### src/rtl/frame_deserializer.sv
// Serial-to-parallel frame receiver: hunts for the sync word, reassembles
// MSB-first payload words and flywheels lock through isolated sync errors.
module frame_deserializer #(
   parameter int                    DATA_WIDTH = 16,
   parameter int                    SYNC_WIDTH = 8,
   parameter logic [SYNC_WIDTH-1:0] SYNC_WORD  = 8'hA5,
   parameter int                    LOCK_COUNT = 2,
   parameter int                    MISS_LIMIT = 3,
   parameter int                    ERR_WIDTH  = 16
) (
   input  logic                  CLOCK_50,
   input  logic                  reset_n,
   input  logic                  bit_in,
   input  logic                  bit_en,
   output logic [DATA_WIDTH-1:0] data_out,
   output logic                  data_valid,
   output logic                  locked,
   output logic [ERR_WIDTH-1:0]  sync_err_count,
   output logic [1:0]            state_dbg
);

   typedef enum logic [1:0] {HUNT = 2'd0, PAYLOAD = 2'd1, SYNC_CHECK = 2'd2} state_t;

   localparam int CNT_W  = $clog2(DATA_WIDTH > SYNC_WIDTH ? DATA_WIDTH : SYNC_WIDTH);
   localparam int GOOD_W = $clog2(LOCK_COUNT + 1);
   localparam int MISS_W = $clog2(MISS_LIMIT + 1);

   state_t                 state, state_nxt;
   logic [SYNC_WIDTH-1:0]  win, win_shift;
   logic [DATA_WIDTH-1:0]  pay, pay_shift;
   logic [CNT_W-1:0]       bit_cnt;
   logic [GOOD_W-1:0]      good_cnt, good_nxt;
   logic [MISS_W-1:0]      miss_cnt, miss_nxt;
   logic                   locked_nxt, err_inc, word_done, sync_hit;

   // Comparisons include the bit being accepted on this edge.
   assign win_shift = {win[SYNC_WIDTH-2:0], bit_in};
   assign pay_shift = {pay[DATA_WIDTH-2:0], bit_in};
   assign sync_hit  = (win_shift == SYNC_WORD);
   assign state_dbg = state;

   always_comb begin
      state_nxt  = state;
      good_nxt   = good_cnt;
      miss_nxt   = miss_cnt;
      locked_nxt = locked;
      err_inc    = 1'b0;
      word_done  = 1'b0;
      if (bit_en) begin
         unique case (state)
            HUNT: if (sync_hit) begin
               state_nxt  = PAYLOAD;
               good_nxt   = GOOD_W'(1);
               miss_nxt   = '0;
               locked_nxt = (LOCK_COUNT <= 1);
            end
            PAYLOAD: if (bit_cnt == CNT_W'(DATA_WIDTH-1)) begin
               word_done = 1'b1;
               state_nxt = SYNC_CHECK;
            end
            SYNC_CHECK: if (bit_cnt == CNT_W'(SYNC_WIDTH-1)) begin
               if (sync_hit) begin
                  miss_nxt  = '0;
                  state_nxt = PAYLOAD;
                  if (good_cnt < GOOD_W'(LOCK_COUNT)) good_nxt = good_cnt + 1'b1;
                  if (good_nxt == GOOD_W'(LOCK_COUNT)) locked_nxt = 1'b1;
               end else begin
                  err_inc = 1'b1;
                  if (locked) begin
                     miss_nxt = miss_cnt + 1'b1;
                     if (miss_nxt == MISS_W'(MISS_LIMIT)) begin
                        state_nxt  = HUNT;
                        locked_nxt = 1'b0;
                        good_nxt   = '0;
                        miss_nxt   = '0;
                     end else begin
                        state_nxt = PAYLOAD;   // flywheel: keep alignment
                     end
                  end else begin
                     state_nxt = HUNT;
                     good_nxt  = '0;
                  end
               end
            end
            default: state_nxt = HUNT;
         endcase
      end
   end

   always_ff @(posedge CLOCK_50 or negedge reset_n) begin
      if (!reset_n) begin
         state          <= HUNT;
         win            <= '0;
         pay            <= '0;
         bit_cnt        <= '0;
         good_cnt       <= '0;
         miss_cnt       <= '0;
         locked         <= 1'b0;
         sync_err_count <= '0;
         data_out       <= '0;
         data_valid     <= 1'b0;
      end else begin
         data_valid <= word_done;
         if (bit_en) begin
            state    <= state_nxt;
            good_cnt <= good_nxt;
            miss_cnt <= miss_nxt;
            locked   <= locked_nxt;
            if (err_inc && sync_err_count != '1)
               sync_err_count <= sync_err_count + 1'b1;
            // Window restarts from zero on every state change, so HUNT entry is clean.
            if (state_nxt != state)  win <= '0;
            else if (state != PAYLOAD) win <= win_shift;
            if (state_nxt != state || state == HUNT) bit_cnt <= '0;
            else                                      bit_cnt <= bit_cnt + 1'b1;
            if (state == PAYLOAD) pay <= pay_shift;
            if (word_done)        data_out <= pay_shift;
         end
      end
   end

endmodule

### config.mk
export PLATFORM = sky130hd
export DESIGN_NAME = frame_deserializer
export DESIGN_NICKNAME = d
export VERILOG_FILES = /design/src/rtl/frame_deserializer.sv
export SDC_FILE = /design/constraint.sdc
export NUM_CORES = 1
export LEC_CHECK = 0
export ABC_AREA = 1
export CAP_MARGIN = 20
export CELL_PAD_IN_SITES_DETAIL_PLACEMENT = 0
export CELL_PAD_IN_SITES_GLOBAL_PLACEMENT = 1
export CORE_MARGIN = 2
export CORE_UTILIZATION = 37
export DETAILED_ROUTE_END_ITERATION = 10
export PLACE_DENSITY_LB_ADDON = 0.1
export SYNTH_ARGS = -nofsm -noshare
export SYNTH_HDL_FRONTEND = slang
export SYNTH_SLANG_ARGS = --single-unit
### constraint.sdc
create_clock -name CLOCK_50 -period 1.5 [get_ports CLOCK_50]
set_clock_uncertainty 0.15 [all_clocks]
set_input_delay 0.375 -clock CLOCK_50 [delete_from_list [all_inputs] [get_ports CLOCK_50]]
set_output_delay 0.375 -clock CLOCK_50 [all_outputs]
set_load 0.02 [all_outputs]
==> impl_metrics.csv, run 1 <==
group,metric,value,unit
status,outcome,"finished, violations left",
status,violations,"setup timing",
final_layout,drive_gt1_share,49.3,%
clocking,cts_htree_levels,3,
final_layout,diodes,0,
global_routing,overflow,0,
timing,final.period_utilization,115,%
power_and_ir_drop,pwr_density_cell,1270,nW/um2
worst_setup_path,crit_path_start,"sync_err_count[1]$_DFFE_PN0P_",
clocking,cts_tree,"yes",
synth,ys_ff_latch,66,
floorplan,num_rows,33,
routing,wl_met2,3930,um
timing,layout_setup_ws,-225,ps
final_layout,syn_to_final_growth,62.8,%
worst_setup_path,path_max_fanout,5,
worst_setup_path,critPathMaxStageDelay,430,ps
floorplan,die-area,9160,um2
worst_setup_path,r2r_end,"sync_err_count[5]$_DFFE_PN0P_",
floorplan,core,8180,um2
worst_setup_path,cp-start-kind,"flip-flop",
routing,drtIter0Drc,60,
routing,top_layer,"met4",
clocking,cts_inserted_buffers,9,
clocking,clock-sinks,66,
timing,grt_setup_unrepaired,"true",
final_layout,fin_util,62.0,%
clocking,clock_latency,340,ps
routing,drc_errors,0,
timing,min_period,1730,ps
floorplan,initial_core_util,38.1,%
power_and_ir_drop,power.leakage,2.55,nW
placed_design,place_area,4130,um2
worst_setup_path,cp.required,1580,ps
global_routing,grt_pass1_vias,2861,
timing,final_hold_viol_count,0,
run,cap_violations,0,
worst_setup_path,critical_path.cell_chain,"ha_4, inv_4, nor3_4, nand2_2, nor3_4, buf_12, nor2_4, nand2_2, o21ai_1, nand2_1",
routing,via_count,2910,
timing,slew_headroom,76.2,%
worst_setup_path,cp-endpoint,"sync_err_count[5]$_DFFE_PN0P_",
global_routing,grt_pass1_wl,12800,um
hold_path,hold_class,"reg -> reg",
worst_setup_path,worst_setup_path_end_kind,"flip-flop",
final_layout,num-fill-cells,703,
clocking,clkSlewWorstSetupHoldPaths,80,ps
routing,vias_per_cell,4.65,
clocking,clockBufferDepth,2,
synth,synth.avg_cell_area,8.72,um2
routing,totalWireLength,7750,um
global_routing,grt_max_degree,67,
synth,syn_nets,364,
global_routing,grtUsageTotal,18.2,%
routing,met1Wirelength,3380,um
worst_setup_path,r2r_slack,-230,ps
clocking,cts_root_buffer,"clkbuf_8",
synth,netlist_area,3110,um2
timing,finalSetupViolCount,53,
placed_design,io_buffers,39,
synth,netlist-cell-type-count,34,
timing,fin_tns_setup,-6110,ps
final_layout,fin_area,5070,um2
synth,yosys_warnings,0,
worst_setup_path,crit_arrival,1810,ps
synth,synthCells,357,
placed_design,gp_congestion,0.835,
final_layout,finalNetCount,523,
placed_design,hpwl,4630,um
floorplan,die_x,95.7,um
worst_setup_path,crit_path_top_delay_cell,"dfrtp_2",
routing,post_drt_wl_per_cell,12.4,um
timing,drv_slew,0,
routing,wl_met3,286,um
timing,timing.fmax,0.580,GHz
floorplan,die_h,95.7,um
synth,ys_seq_area_share,53.1,%
global_routing,grt_antenna_before_repair,0,
worst_setup_path,reg2reg_from,"sync_err_count[1]$_DFFE_PN0P_",
floorplan,ios,40,
worst_setup_path,reg2regPathDepth,10,
power_and_ir_drop,vdd.ir_drop.worst,0.656,mV
timing,worst_pin_slew,356,ps
routing,final_antenna_net_count,0,
worst_setup_path,critPathKind,"reg -> reg",
routing,drt_pass1_iterations,4,
==> routing by layer <==
metal  GRT usage (%)  vias up
li1                -     1477
met1            22.4     1375
met2            30.5       44
met3            4.07       14
met4            8.21        0
met5               0        -
==> layout make-up <==
cell class	count	area (um2)	share of cell area [%]
flip-flops and latches	66	1660	32.7
inverters	44	183	3.60
multi-input cells	243	1580	31.2
clock inverters	5	40.0	0.790
repair buffers	152	1330	26.3
clock buffers	11	141	2.79
well taps	105	131	2.59
==> state kept, by name, indices dropped and copies added, names as in the netlist <==
name and cells:
data_valid 1, sync_err_count 16, bit_cnt 4, miss_cnt 2, good_cnt 2, data_out 16
state_dbg 2, win 7, locked 1, pay 15
==> Yosys cell counts (all sizes together) <==
library cell,instances,share of area (%)
a21oi,6,1.2
a31oi,1,0.20
buf,2,0.40
clkbuf,5,0.60
dfrtp,66,53
ha,3,1.2
inv,44,5.3
nand2,119,15
nand3,16,3.3
nand4,9,2.0
nor2,17,2.9
nor3,6,1.3
nor4,1,0.40
o211ai,1,0.40
o21ai,43,7.6
o31ai,1,0.24
or2,1,0.20
xnor2,1,0.28
xor2,15,4.2
==> layout by cell type (no fill, tap or decap), drive strengths merged <==
cell | synthesis | routed
o211ai | 1 | 1
dlygate4sd2 | 0 | 2
clkinvlp | 0 | 5
inv | 44 | 42
a31oi | 1 | 1
clkinv | 0 | 2
nand4 | 9 | 9
nor3 | 6 | 6
buf | 2 | 149
o31ai | 1 | 1
or2 | 1 | 1
xor2 | 15 | 15
xnor2 | 1 | 1
nor2 | 17 | 20
nand2 | 119 | 119
ha | 3 | 3
o21ai | 43 | 43
dlygate4sd3 | 0 | 1
nand3 | 16 | 16
a21oi | 6 | 6
dfrtp | 66 | 66
clkbuf | 5 | 11
nor4 | 1 | 1
==> worst min path at each step <==
stage,start,to,depth (start not counted)
floorplan,reset_n,bit_cnt[0]$_DFFE_PN0P_,0
global placement,reset_n,data_out[10]$_DFFE_PN0P_,2
detailed placement,reset_n,pay[10]$_DFFE_PN0P_,2
CTS,pay[5]$_DFFE_PN0P_,pay[5]$_DFFE_PN0P_,2
global route,data_out[3]$_DFFE_PN0P_,data_out[3]$_DFFE_PN0P_,2
finish,pay[5]$_DFFE_PN0P_,pay[5]$_DFFE_PN0P_,2
==> critical path: cells and delay by family (launching register included) <==
kind	cells	cell delay, ps
and+or+nand+nor	6	550
DFF	1	430
buffers and inverters	2	200
adders and majority gates	1	180
AOI/OAI and AO/OA	1	130
==> cells by family after synthesis <==
kind of cell	count (synthesis)	share of synthesized area [%]
compound gates	52	9.69
xor+xnor	16	4.50
fa+ha+maj	3	1.21
buf+inv	51	6.31
flops	66	53.1
simple gates	169	25.2
==> through the flow <==
| stage | worst slack [ps] | total power [mW] | std cells | hold WS, ps |
|---|---|---|---|---|
| floorplan | -166 | 3.37 | 357 | -70.6 |
| global placement | -967 | 4.35 | 557 | 277 |
| detailed placement | -983 | 4.38 | 557 | 278 |
| CTS | -215 | 6.24 | 611 | 329 |
| global route | -324 | 6.87 | 626 | 362 |
| finish | -225 | 6.45 | 626 | 329 |
==> power by group <==
part / internal (mW) / switching (mW) / total (mW) / leakage (nW)
combinational: 1.43 / 1.35 / 2.77 / 1.64
sequential: 2.10 / 0.219 / 2.32 / 0.827
clock: 0.650 / 0.710 / 1.36 / 0.0818
total: 4.17 / 2.28 / 6.45 / 2.55
==> repair_timing <==
item | CTS | global route
cloned | 2 | 2
hold buffers | 1 | 0
pin swaps | 27 | 34
resized for setup | 246 | 63
setup buffers | 35 | 15
hold endpoints to repair | 66 | 0
setup endpoints to repair | 101 | 77
Note: power is estimated with default switching activity, not from simulation.
==> run 2: changes to the inputs <==
ABC_AREA = 0   (was 1)
CORE_UTILIZATION = 40   (was 37)
MAX_ROUTING_LAYER = met4   (was default)
==> run 2 against run 1 <==
The run still ends with setup timing left; die area fell by 7.3%; wire length fell by 2.7%; total power rose by 2.2%; critical path depth fell by 2; synthesized area fell by 0.16%; synthesized cell count fell by 33%; critical path type unchanged; critical endpoint is now miss_cnt[1]$_DFFE_PN0P_; highest routed layer unchanged.
==> impl_metrics.csv, run 2 <==
group,metric,value,unit
status,outcome,"finished, violations left",
status,violations,"setup timing",
clocking,cts_htree_levels,3,
clocking,cts_tree,"yes",
floorplan,core,7610,um2
timing,layout_setup_ws,-342,ps
timing,final.period_utilization,123,%
worst_setup_path,crit_arrival,1910,ps
routing,drc_errors,0,
final_layout,fin_util,65.6,%
synth,yosys_warnings,0,
synth,netlist_area,3110,um2
global_routing,grt_pass1_vias,2561,
timing,grt_setup_unrepaired,"true",
placed_design,gp_congestion,0.754,
worst_setup_path,worst_setup_path_end_kind,"flip-flop",
timing,timing.fmax,0.543,GHz
routing,post_drt_wl_per_cell,15.5,um
global_routing,grt_max_degree,34,
floorplan,initial_core_util,40.8,%
worst_setup_path,r2r_end,"miss_cnt[1]$_DFFE_PN0P_",
synth,synth_flop_cell,"dfrtp_1",
routing,drt_pass1_iterations,5,
clocking,clock_latency,340,ps
power_and_ir_drop,pwr_density_cell,1320,nW/um2
synth,synth.avg_cell_area,13.0,um2
floorplan,die_h,92.1,um
synth,synthTopCellsByArea,"dfrtp_1 53%, mux2_2 11%, xor2_1 3.9%, a211oi_2 2.8%, a22o_1 2.0%",
timing,final_hold_viol_count,0,
placed_design,io_buffers,39,
global_routing,grt_antenna_before_repair,0,
final_layout,top_regs,"data_out: 16 flops, sync_err_count: 16 flops, pay: 15 flops",
synth,ys_ff_latch,66,
routing,totalWireLength,7550,um
power_and_ir_drop,vdd.ir_drop.worst,1.16,mV
synth,synthArstFlopShare,100,%
synth,yosys.area.top_type,"dfrtp_1",
final_layout,diodes,0,
timing,slew_headroom,74.3,%
final_layout,final_cell_mix,"68 x buf_4, 54 x dfrtp_1, 37 x buf_6",
clocking,cts_inserted_buffers,9,
synth,synth_top_area_share,53.2,%
global_routing,overflow,0,
timing,min_period,1840,ps
timing,hold_slack,361,ps
timing,drv_slew,0,
timing,finalSetupViolCount,64,
global_routing,grtUsageTotal,19.4,%
routing,final_antenna_net_count,0,
final_layout,syn_to_final_growth,60.7,%
hold_path,hold_class,"reg -> reg",
worst_setup_path,critPathKind,"reg -> reg",
routing,vias_per_cell,5.03,
synth,ys_seq_area_share,53.2,%
worst_setup_path,cp-start-kind,"flip-flop",
placed_design,hpwl,4670,um
clocking,clock-sinks,66,
floorplan,die-area,8490,um2
clocking,cts_root_buffer,"clkbuf_8",
synth,netlist-cell-type-count,56,
floorplan,num_rows,32,
timing,worst_pin_slew,380,ps
hold_path,hold_depth,1,
global_routing,grt_pass1_wl,12600,um
routing,via_count,2450,
clocking,clkSlewWorstSetupHoldPaths,80,ps
worst_setup_path,cp.required,1570,ps
final_layout,num-fill-cells,601,
routing,drtIter0Drc,85,
final_layout,fin_area,4990,um2
synth,synthTopCellsByCount,"66 x dfrtp_1, 31 x mux2_2, 14 x xor2_1",
synth,synth_edf_count,0,
placed_design,place_ws,-812,ps
worst_setup_path,path_max_fanout,6,
worst_setup_path,reg2regPathDepth,8,
power_and_ir_drop,power.leakage,2.37,nW
final_layout,final_common_cell,"buf_4",
final_layout,finalNetCount,387,
floorplan,ios,40,
clocking,clockBufferDepth,2,
synth,post-synth-top-count-cell,"dfrtp_1",
hold_path,hold_start,"pay[14]$_DFFE_PN0P_",
placed_design,place_area,4260,um2
run,cap_violations,0,
worst_setup_path,reg2reg_from,"bit_cnt[0]$_DFFE_PN0P_",
final_layout,drive_gt1_share,63.4,%
synth,syn_nets,246,
hold_path,worst_hold_path.endpoint,"data_out[15]$_DFFE_PN0P_",
floorplan,die_x,92.1,um
synth,synthCells,239,
worst_setup_path,r2r_slack,-340,ps
run 2: changes by cell type in the layout (fill, tap and decap cells not counted), moves of 14 or more:
cell	previous run	this run
nand2_2	18	2
inv_1	27	7
buf_6	51	37
mux2_4	0	23
nand2_1	96	8
o21ai_1	21	4
run 2: worst max-delay path by stage:
stage               slack, ps                       endpoint                     start
global route             -420  sync_err_count[7]$_DFFE_PN0P_    bit_cnt[0]$_DFFE_PN0P_
global placement         -770        good_cnt[0]$_DFFE_PN0P_                    bit_in
detailed placement       -810        good_cnt[0]$_DFFE_PN0P_                    bit_in
CTS                      -350  sync_err_count[6]$_DFFE_PN0P_    bit_cnt[0]$_DFFE_PN0P_
floorplan                -290        data_out[0]$_DFFE_PN0P_  state_dbg[1]$_DFFE_PN0P_
finish                   -340        miss_cnt[1]$_DFFE_PN0P_    bit_cnt[0]$_DFFE_PN0P_
run 2: logic make-up after synthesis:
logic type               count (synthesis)  synth area share (%)
AO/OA/AOI/OAI                           42                  13.0
XOR/XNOR                                14                  3.95
adder cells (fa/ha/maj)                  3                  1.21
buffers and inverters                   17                  3.10
flip-flops                              66                  53.2
multiplexers                            34                  12.3
AND/OR/NAND/NOR                         63                  13.3
run 2: per-stage QoR:
step	cells	TNS (ps)	power, mW
after floorplan	239	-9550	3.55
after global placement	441	-37380	4.50
after detailed placement	441	-38710	4.55
after CTS	479	-14660	6.57
after global routing	487	-16430	6.96
final	487	-13220	6.59
run 2: final cells by class:
cell class                 count  area, um2  share of cell area (%)
clock inverter                 6       91.3                    1.83
timing repair buffer         139       1240                    24.9
clock buffer                  10        128                    2.56
multi-input combinational    157       1710                    34.3
inverter                       7       26.3                   0.526
sequential                    66       1670                    33.4
tap                          102        128                    2.56
run 2: report_power, final:
part	internal [mW]	switching [mW]
clock	0.939	0.708
combinational	1.40	1.01
sequential	2.23	0.306
run 2: what timing repair did:
| item | CTS | global route |
|---|---|---|
| buffers inserted | 17 | 13 |
| endpoints found under the setup margin | 100 | 82 |
| pin swaps | 30 | 21 |
| gates cloned | 4 | 0 |
| endpoints found under the hold margin | 66 | 0 |
| resized for setup | 222 | 37 |
| hold buffers | 1 | 0 |
run 2: per-layer routing:
| metal | share of wire, % | global-route usage [%] | wire length [um] |
|---|---|---|---|
| met1 | 46 | 24.9 | 3500 |
| met2 | 50 | 31.2 | 3770 |
| met3 | 2.8 | 3.94 | 208 |
| met4 | 0.89 | 5.85 | 67 |
| met5 | 0 | - | 0 |
run 2: critical path, cell delays in order, from the launching register on:
cell and delay [ps]:
dfrtp_1 400, ha_2 200, and4b_2 260, buf_6 140, o211ai_4 130, buf_4 170
buf_6 100, nor3_2 30, a21o_1 150
==> run 3: changes to the inputs <==
ABC_AREA = default   (was 0)
==> results of run 3 <==
The final DEF is identical to that of run 2; final timing and power are the same.
